### config.mk
export PLATFORM = sky130hd
export DESIGN_NAME = uart_rx_deframer_flat
export DESIGN_NICKNAME = d
export VERILOG_FILES = /design/src/rtl/uart_pkg.sv /design/src/rtl/uart_rx_deframer_if.sv /design/src/rtl/rx_sample_counter.sv /design/src/rtl/uart_rx_deframer.sv /design/src/flat_wrapper.sv
export SDC_FILE = /design/constraint.sdc
export NUM_CORES = 1
export LEC_CHECK = 0
export ABC_AREA = 1
export BUFFER_PORTS_ARGS = -buffer_cell sky130_fd_sc_hd__buf_2
export CORE_ASPECT_RATIO = 0.8
export CORE_MARGIN = 4
export CORE_UTILIZATION = 40
export CTS_CLUSTER_SIZE = 10
export DETAILED_ROUTE_END_ITERATION = 8
export PLACE_DENSITY = 0.58
export SKIP_CTS_REPAIR_TIMING = 1
export SLEW_MARGIN = 20
export SYNTH_ARGS = -nofsm -noshare
export SYNTH_HDL_FRONTEND = slang
export SYNTH_SLANG_ARGS = --single-unit
### constraint.sdc
create_clock -name clk -period 3.15 [get_ports clk]
set_input_delay 0.1575 -clock clk [delete_from_list [all_inputs] [get_ports clk]]
set_output_delay 0.1575 -clock clk [all_outputs]
set_load 0.01 [all_outputs]
### src/rtl/uart_pkg.sv
// Shared UART definitions: receiver state encoding, oversampling tick positions
// and the even-parity convention used by both transmitter and receiver.
package uart_pkg;

    typedef enum logic [2:0] {
        IDLE   = 3'd0,
        START  = 3'd1,
        DATA   = 3'd2,
        PARITY = 3'd3,
        STOP   = 3'd4
    } rx_state_t;

    localparam logic [3:0] MID_TICK = 4'd7;
    localparam logic [3:0] END_TICK = 4'd15;

    // Even parity: the parity bit makes the total number of ones even.
    function automatic logic even_parity_bit(input logic [7:0] data);
        return ^data;
    endfunction

endpackage

### src/rtl/uart_rx_deframer_if.sv
// Host-side and line-side signals of the UART receiver, grouped for port use.
interface uart_rx_deframer_if #(
    parameter int DATA_BITS = 8
) ();
    logic                 Rx_EN;
    logic                 RxD;
    logic                 Rx_sample_ENABLE;
    logic [DATA_BITS-1:0] Rx_DATA;
    logic                 Rx_VALID;
    logic                 Rx_FERROR;
    logic                 Rx_PERROR;

    modport master (
        output Rx_EN, RxD, Rx_sample_ENABLE,
        input  Rx_DATA, Rx_VALID, Rx_FERROR, Rx_PERROR
    );

    modport slave (
        input  Rx_EN, RxD, Rx_sample_ENABLE,
        output Rx_DATA, Rx_VALID, Rx_FERROR, Rx_PERROR
    );
endinterface

### src/rtl/rx_sample_counter.sv
// Oversampling tick counter: advances on each sample strobe, wraps to zero,
// and flags the strobe on which it wraps.
module rx_sample_counter
    import uart_pkg::*;
#(
    parameter int WIDTH = 4
) (
    input  logic             clk,
    input  logic             reset,
    input  logic             tick_i,
    input  logic             clr_i,
    output logic [WIDTH-1:0] count_o,
    output logic             wrap_o
);

    logic [WIDTH-1:0] count_q;
    logic [WIDTH-1:0] count_d;

    always_comb begin
        count_d = count_q;
        if (clr_i) begin
            count_d = '0;
        end else if (tick_i) begin
            count_d = count_q + 1'b1;
        end
    end

    always_ff @(posedge clk or posedge reset) begin
        if (reset) begin
            count_q <= '0;
        end else begin
            count_q <= count_d;
        end
    end

    assign count_o = count_q;
    assign wrap_o  = tick_i && (count_q == WIDTH'(END_TICK));

endmodule

### src/rtl/uart_rx_deframer.sv
// UART receive deframer: recovers start/data/even-parity/stop frames from a
// 16x oversampled serial line and reports data with validity and error status.
module uart_rx_deframer
    import uart_pkg::*;
#(
    parameter int DATA_BITS  = 8,
    parameter int OVERSAMPLE = 16
) (
    input  logic                clk,
    input  logic                reset,
    uart_rx_deframer_if.slave   rx_if
);

    localparam int CNT_W = $clog2(OVERSAMPLE);
    localparam int IDX_W = 3;

    rx_state_t            state_q, state_d;
    logic [1:0]           sync_q;
    logic                 rxd_s;
    logic [IDX_W-1:0]     bit_idx_q, bit_idx_d;
    logic [DATA_BITS-1:0] shreg_q, shreg_d;
    logic                 par_q, par_d;
    logic [DATA_BITS-1:0] data_q, data_d;
    logic                 valid_q, valid_d;
    logic                 ferr_q, ferr_d;
    logic                 perr_q, perr_d;

    logic                 tick;
    logic                 cnt_clr;
    logic [CNT_W-1:0]     cnt;
    logic                 end_hit;
    logic                 mid_hit;
    logic                 perr_calc;

    assign tick    = rx_if.Rx_sample_ENABLE;
    assign rxd_s   = sync_q[1];
    assign mid_hit = tick && (cnt == CNT_W'(MID_TICK));

    rx_sample_counter #(
        .WIDTH (CNT_W)
    ) u_cnt (
        .clk     (clk),
        .reset   (reset),
        .tick_i  (tick),
        .clr_i   (cnt_clr),
        .count_o (cnt),
        .wrap_o  (end_hit)
    );

    assign perr_calc = even_parity_bit(8'(shreg_q)) ^ par_q;

    always_comb begin
        state_d   = state_q;
        bit_idx_d = bit_idx_q;
        shreg_d   = shreg_q;
        par_d     = par_q;
        data_d    = data_q;
        valid_d   = valid_q;
        ferr_d    = ferr_q;
        perr_d    = perr_q;
        cnt_clr   = 1'b0;

        if (!rx_if.Rx_EN) begin
            // Disabled receiver drops any partial frame; last data word is kept.
            state_d = IDLE;
            cnt_clr = 1'b1;
            valid_d = 1'b0;
            ferr_d  = 1'b0;
            perr_d  = 1'b0;
        end else begin
            case (state_q)
                IDLE: begin
                    cnt_clr = 1'b1;
                    if (tick && !rxd_s) begin
                        state_d = START;
                    end
                end
                START: begin
                    if (mid_hit) begin
                        if (!rxd_s) begin
                            cnt_clr   = 1'b1;
                            bit_idx_d = '0;
                            valid_d   = 1'b0;
                            ferr_d    = 1'b0;
                            perr_d    = 1'b0;
                            state_d   = DATA;
                        end else begin
                            state_d = IDLE;
                        end
                    end
                end
                DATA: begin
                    if (end_hit) begin
                        shreg_d   = {rxd_s, shreg_q[DATA_BITS-1:1]};
                        bit_idx_d = bit_idx_q + 1'b1;
                        if (bit_idx_q == IDX_W'(DATA_BITS - 1)) begin
                            state_d = PARITY;
                        end
                    end
                end
                PARITY: begin
                    if (end_hit) begin
                        par_d   = rxd_s;
                        state_d = STOP;
                    end
                end
                STOP: begin
                    // Leaving at mid-stop gives half a bit to catch a back-to-back start.
                    if (end_hit) begin
                        data_d  = shreg_q;
                        perr_d  = perr_calc;
                        ferr_d  = ~rxd_s;
                        valid_d = ~perr_calc & rxd_s;
                        state_d = IDLE;
                    end
                end
                default: begin
                    state_d = IDLE;
                end
            endcase
        end
    end

    always_ff @(posedge clk or posedge reset) begin
        if (reset) begin
            state_q   <= IDLE;
            sync_q    <= 2'b11;
            bit_idx_q <= '0;
            shreg_q   <= '0;
            par_q     <= 1'b0;
            data_q    <= '0;
            valid_q   <= 1'b0;
            ferr_q    <= 1'b0;
            perr_q    <= 1'b0;
        end else begin
            state_q   <= state_d;
            sync_q    <= {sync_q[0], rx_if.RxD};
            bit_idx_q <= bit_idx_d;
            shreg_q   <= shreg_d;
            par_q     <= par_d;
            data_q    <= data_d;
            valid_q   <= valid_d;
            ferr_q    <= ferr_d;
            perr_q    <= perr_d;
        end
    end

    assign rx_if.Rx_DATA   = data_q;
    assign rx_if.Rx_VALID  = valid_q;
    assign rx_if.Rx_FERROR = ferr_q;
    assign rx_if.Rx_PERROR = perr_q;

endmodule

### src/flat_wrapper.sv
// flat-port wrapper written by rule: the top's interface ports become plain ports
module uart_rx_deframer_flat import uart_pkg::*;
#(
    parameter int DATA_BITS  = 8,
    parameter int OVERSAMPLE = 16
)
  (clk, reset, rx_if_Rx_EN, rx_if_RxD, rx_if_Rx_sample_ENABLE, rx_if_Rx_DATA, rx_if_Rx_VALID, rx_if_Rx_FERROR, rx_if_Rx_PERROR);
  uart_rx_deframer_if #(.DATA_BITS(DATA_BITS)) rx_if_i ();
  input  logic clk;
  input  logic reset;
  input wire logic [$bits(rx_if_i.Rx_EN)-1:0] rx_if_Rx_EN;
  input wire logic [$bits(rx_if_i.RxD)-1:0] rx_if_RxD;
  input wire logic [$bits(rx_if_i.Rx_sample_ENABLE)-1:0] rx_if_Rx_sample_ENABLE;
  output wire logic [$bits(rx_if_i.Rx_DATA)-1:0] rx_if_Rx_DATA;
  output wire logic [$bits(rx_if_i.Rx_VALID)-1:0] rx_if_Rx_VALID;
  output wire logic [$bits(rx_if_i.Rx_FERROR)-1:0] rx_if_Rx_FERROR;
  output wire logic [$bits(rx_if_i.Rx_PERROR)-1:0] rx_if_Rx_PERROR;
  assign rx_if_i.Rx_EN = rx_if_Rx_EN;
  assign rx_if_i.RxD = rx_if_RxD;
  assign rx_if_i.Rx_sample_ENABLE = rx_if_Rx_sample_ENABLE;
  assign rx_if_Rx_DATA = rx_if_i.Rx_DATA;
  assign rx_if_Rx_VALID = rx_if_i.Rx_VALID;
  assign rx_if_Rx_FERROR = rx_if_i.Rx_FERROR;
  assign rx_if_Rx_PERROR = rx_if_i.Rx_PERROR;
  uart_rx_deframer #(.DATA_BITS(DATA_BITS), .OVERSAMPLE(OVERSAMPLE)) u_core (.clk(clk), .reset(reset), .rx_if(rx_if_i));
endmodule
=== Word level (Yosys, flattened, before mapping) ===
Cells that the tools add are included.

* Flip-flop bits (word level): 32
* Output and inout bits: 11

* $add $sub $neg: 2
* Equality and inequality tests: 18
* Muxes and demuxes: 30
* Bitwise operators: 4
* Reduce and logical (&&, ||, !) cells: 14

{| class="wikitable"
|+ Operators with widths
! kind !! count
|-
| 2-to-1 mux 3 bit || 10
|-
| != test 3 x 2 -> 1 bit, second input constant || 6
|-
| one-hot mux 3 bit (5 select lines) || 1
|-
| 2-to-1 mux 1 bit || 11
|-
| AND reduction 3 bit || 3
|-
| 2-to-1 mux 4 bit || 2
|-
| one-hot mux 1 bit (2 select lines) || 4
|-
| parity 8 bit || 1
|-
| == test 3 x 2 -> 1 bit, second input constant || 2
|-
| == test 3 bit, second input constant || 2
|-
| one-hot mux 3 bit (2 select lines) || 1
|-
| AND reduction 6 bit || 1
|-
| AND reduction 5 bit || 1
|-
| adder 4 x 1 -> 4 bit, second input constant || 1
|-
| == test 4 x 3 -> 1 bit, second input constant || 1
|-
| == test 4 bit, second input constant || 1
|-
| != test 2 x 1 -> 1 bit, second input constant || 2
|-
| AND reduction 4 bit || 1
|-
| nonzero test 2 bit || 2
|-
| adder 3 x 1 -> 3 bit, second input constant || 1
|-
| == test 3 x 1 -> 1 bit, second input constant || 1
|-
| logical AND 1 bit || 3
|-
| logical NOT 3 bit || 1
|-
| != test 3 x 1 -> 1 bit, second input constant || 1
|-
| 7 further kinds || 8
|}

=== Depth between registers and ports, before layout ===
* Depth in word-level cells: 7
* Mapped depth: 10
* Mapped depth without buffers: 10

=== Hierarchy ===
A second synthesis with hierarchy kept.

* Cells, all modules: 192
* Area, all modules: 1667.8 µm²

{| class="wikitable"
|+ Modules (own cells, without submodules)
! module !! instances !! cells each !! area each (µm²) !! seq. area each (µm²)
|-
| uart_rx_deframer || 1 || 166 || 1466.4 || 703.2
|-
| rx_sample_counter || 1 || 26 || 201.4 || 100.1
|}

=== Least setup slack after synthesis ===
Ideal clock, no wire load.

* Kind: reg2reg
* Start point: reg u_core.u_cnt.count_q[0] (netlist: u_core.u_cnt.count_o[0])
* End point: reg u_core.perr_q (netlist: u_core.rx_if.Rx_PERROR)
* Arrival time: 1271 ps
* Required time: 3032 ps
* Slack: 1762 ps
* Stages on the path, launching flop included: 9
* Buffers on the path: 0
* Clock period less this slack: 1388 ps
* Cells stage by stage: dfrtp_1 ha_1 nand3_4 nor2_1 nor2_1 inv_1 nand3_1 nand3b_1 nand2_1

* Word-level cells in the longest chain between the ends: 4
* Elaborated cells on any way between the ends: 7
* Classes of those cells: 4 x eq/ne; 3 x reduce/logical

{| class="wikitable"
|+ RTL lines
! item !! RTL line !! text
|-
| from (decl) || rx_sample_counter.sv:16 || <nowiki>logic [WIDTH-1:0] count_q;</nowiki>
|-
| from (signal assigned) || rx_sample_counter.sv:32 || <nowiki>count_q <= count_d;</nowiki>
|-
| == test 4 bit or == test 4 x 3 -> 1 bit (tied branches) || rx_sample_counter.sv:37, uart_rx_deframer.sv:37 ||
|-
| logical AND 1 bit (on tied branches) || rx_sample_counter.sv:37, uart_rx_deframer.sv:37 ||
|-
| != test 3 x 2 -> 1 bit (no source line) || -- ||
|-
| AND reduction 4 bit (no source line) (*) || -- ||
|-
| to (signal assigned) || uart_rx_deframer.sv:144 || <nowiki>perr_q <= perr_d;</nowiki>
|-
| to (decl) || uart_rx_deframer.sv:26 || <nowiki>logic perr_q, perr_d;</nowiki>
|}

Every way passes the cells marked *; elsewhere a longest branch is shown, timed or not.
A chain may end at the register's enable or synchronous reset.

=== Worst setup path after layout ===
* Start point: reg u_core.u_cnt.count_q[0] (netlist: u_core.u_cnt.count_o[0])
* End point: reg u_core.shreg_q[7]

* Word-level cells in the longest chain between the ends: 3

{| class="wikitable"
|+ RTL lines
! item !! RTL line !! text
|-
| == test 4 bit || rx_sample_counter.sv:37 || <nowiki>assign wrap_o = tick_i && (count_q == WIDTH'(END_TICK));</nowiki>
|-
| logical AND 1 bit || rx_sample_counter.sv:37 ||
|-
| AND reduction 3 bit (no source line) || -- ||
|-
| to (signal assigned) || uart_rx_deframer.sv:139 || <nowiki>shreg_q <= shreg_d;</nowiki>
|-
| to (decl) || uart_rx_deframer.sv:21 || <nowiki>logic [DATA_BITS-1:0] shreg_q, shreg_d;</nowiki>
|}

No other way between the ends.

==> impl_metrics.toml <==
[run_status]
status = "finished with violations"
violations = "negative hold slack"

[finish]
final_common_cell = "nand2_1"
multi_input_area_um2 = 711
n_antenna_cell = 0
fin_nets = 226
layout_common_cells = "nand2_1 (63), dfrtp_1 (30), inv_1 (25), nor2_1 (15), buf_2 (15)"
drive_above_1_share_pct = 18.7
area_delta_synth_final_pct = 13.5
nFillCells = 362
seq_area_um2 = 803

[pwr]
p_per_area_nw_per_um2 = 490
total_power_uw = 909
vdd_drop_max_mv = 0.272
leakage_nw = 0.992

[sta]
slew_violations = 0
rsz0062_at_grt = "no"
post-route-period-util_pct = 48.3
max_slew.worst_pin.slew_ns = 0.409
finalSetupViolCount = 0
period_minus_slack_ns = 1.52
hold_ws_ns = -0.0506
final.setup.tns_ns = 0
hold_violations = 30
slew_headroom_pct = 72.6
skew_ns = 0.00588
max_clock_freq_mhz = 658

[synth]
yosysUniqueCellTypes = 27
ys_warn_count = 0
syn_inst = 196
synthesis.nets = 204
ys_ff_latch = 32
syn_area_um2 = 1630
seq_area_frac_synth_pct = 49.2
syn_area_per_cell_um2 = 8.34

[die]
dieArea_um2 = 5180
die_h_um = 65.2
die_w_um = 79.5
fp.coreArea_um2 = 3880
start_util_pct = 42.1
ios = 16
rows = 20

[placed_design]
port_buffers = 15
hpwlAfterDp_um = 2070
place_congestion = 0.803

[drt]
ant_nets = 0
wl_met1_um = 1600
vias = 1229
wl_met2_um = 1190
drc = 0
first_pass_iters = 4
avgViaCountPerCell = 4.49
drt_iter0_drc = 70
routedWlPerCell_um = 10.8
top_layer = "met4"
route.met3.wl_um = 153
wl_um = 2970

[critical_path]
crit-reg2reg-launch = "u_core.u_cnt.count_o[0]"
cp.arrival_ns = 1.68
required_ns = 3.31
critical_path_class = "flip-flop to flip-flop"
start_kind = "flip-flop"
cp-end-kind = "flip-flop"
cp_max_fo = 17
worstSetupStartpoint = "u_core.u_cnt.count_o[0]"

[cts]
clkSinkCount = 32
clk_pin_slew_worst_paths_ns = 0.07
clk_path_buf_depth = 2
cts_buffers = 5
h-tree-depth = 2
cts_tree = "yes"
clockRootBuffer = "clkbuf_8"
clock_latency_ns = 0.28

[global_routing]
overflow = 0
grt_pass1_wl_um = 5090
grt_max_degree = 33
antenna_found_initial = 0
grt_pass1_vias = 1135
grtUsageTotal_pct = 12.7

[job]
cap_viol_max_count = 0

[min_path]
hold_path.class = "input port to async pin"
-- critical path, cell delays in order, from the launching register on --
cell and delay [ns]:
dfrtp_1 0.37, ha_1 0.22, nand3_4 0.12, nor2_8 0.18, nand2_2 0.28, nand2_1 0.17, o21ai_2 0.06
-- state kept, by name (all words and copies together), names as in the netlist --
name                    flops
u_core.bit_idx_q            3
u_core.par_q                1
u_core.rx_if.Rx_DATA        8
u_core.rx_if.Rx_FERROR      1
u_core.rx_if.Rx_PERROR      1
u_core.rx_if.Rx_VALID       1
u_core.shreg_q              8
u_core.state_q              3
u_core.sync_q               2
u_core.u_cnt.count_o        4
-- cell usage after synthesis --
cell type / number / area [um2]
nand2_1: 63 / 236
dfrtp_1: 30 / 751
inv_1: 25 / 93.8
nor2_1: 15 / 56.3
nand3_1: 12 / 60.1
o21ai_0: 11 / 55.1
o21ai_2: 9 / 78.8
nand4_1: 4 / 25.0
a21oi_1: 3 / 15.0
ha_1: 3 / 37.5
buf_6: 2 / 22.5
dfstp_2: 2 / 52.6
nor3_1: 2 / 10.0
xor2_1: 2 / 17.5
a22oi_1: 1 / 7.51
inv_2: 1 / 3.75
nand2_2: 1 / 6.26
nand2_4: 1 / 11.3
nand3_4: 1 / 17.5
nand3b_1: 1 / 7.51
nor2_2: 1 / 6.26
nor2_4: 1 / 11.3
nor2_8: 1 / 20.0
nor3b_1: 1 / 7.51
o211ai_1: 1 / 7.51
o21ai_1: 1 / 5.00
o21bai_2: 1 / 11.3
-- stage by stage --
step | hold WS [ns] | util [%] | cells | cell area, um2 | worst slack [ns]
after floorplan | 0.162 | - | 196 | 1630 | 1.76
after global placement | 0.264 | 45.5 | 265 | 1760 | 1.66
after detailed placement | 0.264 | 45.5 | 265 | 1760 | 1.62
after CTS | -0.0324 | 47.5 | 273 | 1840 | 1.62
after global routing | 0.00134 | 47.8 | 274 | 1850 | 1.47
final | -0.0506 | 47.8 | 274 | 1850 | 1.63
-- path summary, 6_finish.rpt --
kind	endpoint	slack [ns]	depth (start not counted)
min in group clk	u_core.u_cnt.count_o[1]	0.19	3
min reg2reg	u_core.sync_q[1]	0.36	0
min	u_core.rx_if.Rx_DATA[6]	-0.05	3
max in group asynchronous	u_core.sync_q[1]	2.88	3
max	u_core.shreg_q[7]	1.63	6
max reg2reg	u_core.shreg_q[7]	1.63	6
-- report_power, final --
part / switching, mW / internal, mW
logic: 0.105 / 0.0533
registers: 0.0198 / 0.429
clock network: 0.147 / 0.155
total: 0.272 / 0.637
-- area by class of cell --
type,count,area share (%)
flip-flops and latches,32,43.3
multi-input cells,136,38.3
inverters,26,5.26
repair buffers,17,4.99
clock buffers,7,4.12
well taps,55,3.71
clock inverters,1,0.270
-- logic make-up (layout without fill, tap and decap cells) --
| kind of cell | Yosys count | in the layout | share of synthesized area [%] |
|---|---|---|---|
| compound gates | 27 | 27 | 11.0 |
| fa+ha+maj | 3 | 3 | 2.30 |
| buf+inv | 28 | 51 | 7.35 |
| flops | 32 | 32 | 49.2 |
| xor+xnor | 2 | 2 | 1.07 |
| simple gates | 104 | 104 | 29.1 |
-- routing by layer --
| metal | vias up | GRT usage, % |
|---|---|---|
| li1 | 669 | - |
| met1 | 534 | 18.6 |
| met2 | 22 | 17.7 |
| met3 | 4 | 3.97 |
| met4 | 0 | 3.86 |
| met5 | - | 0 |
Power figures use the tool's default switching activity.
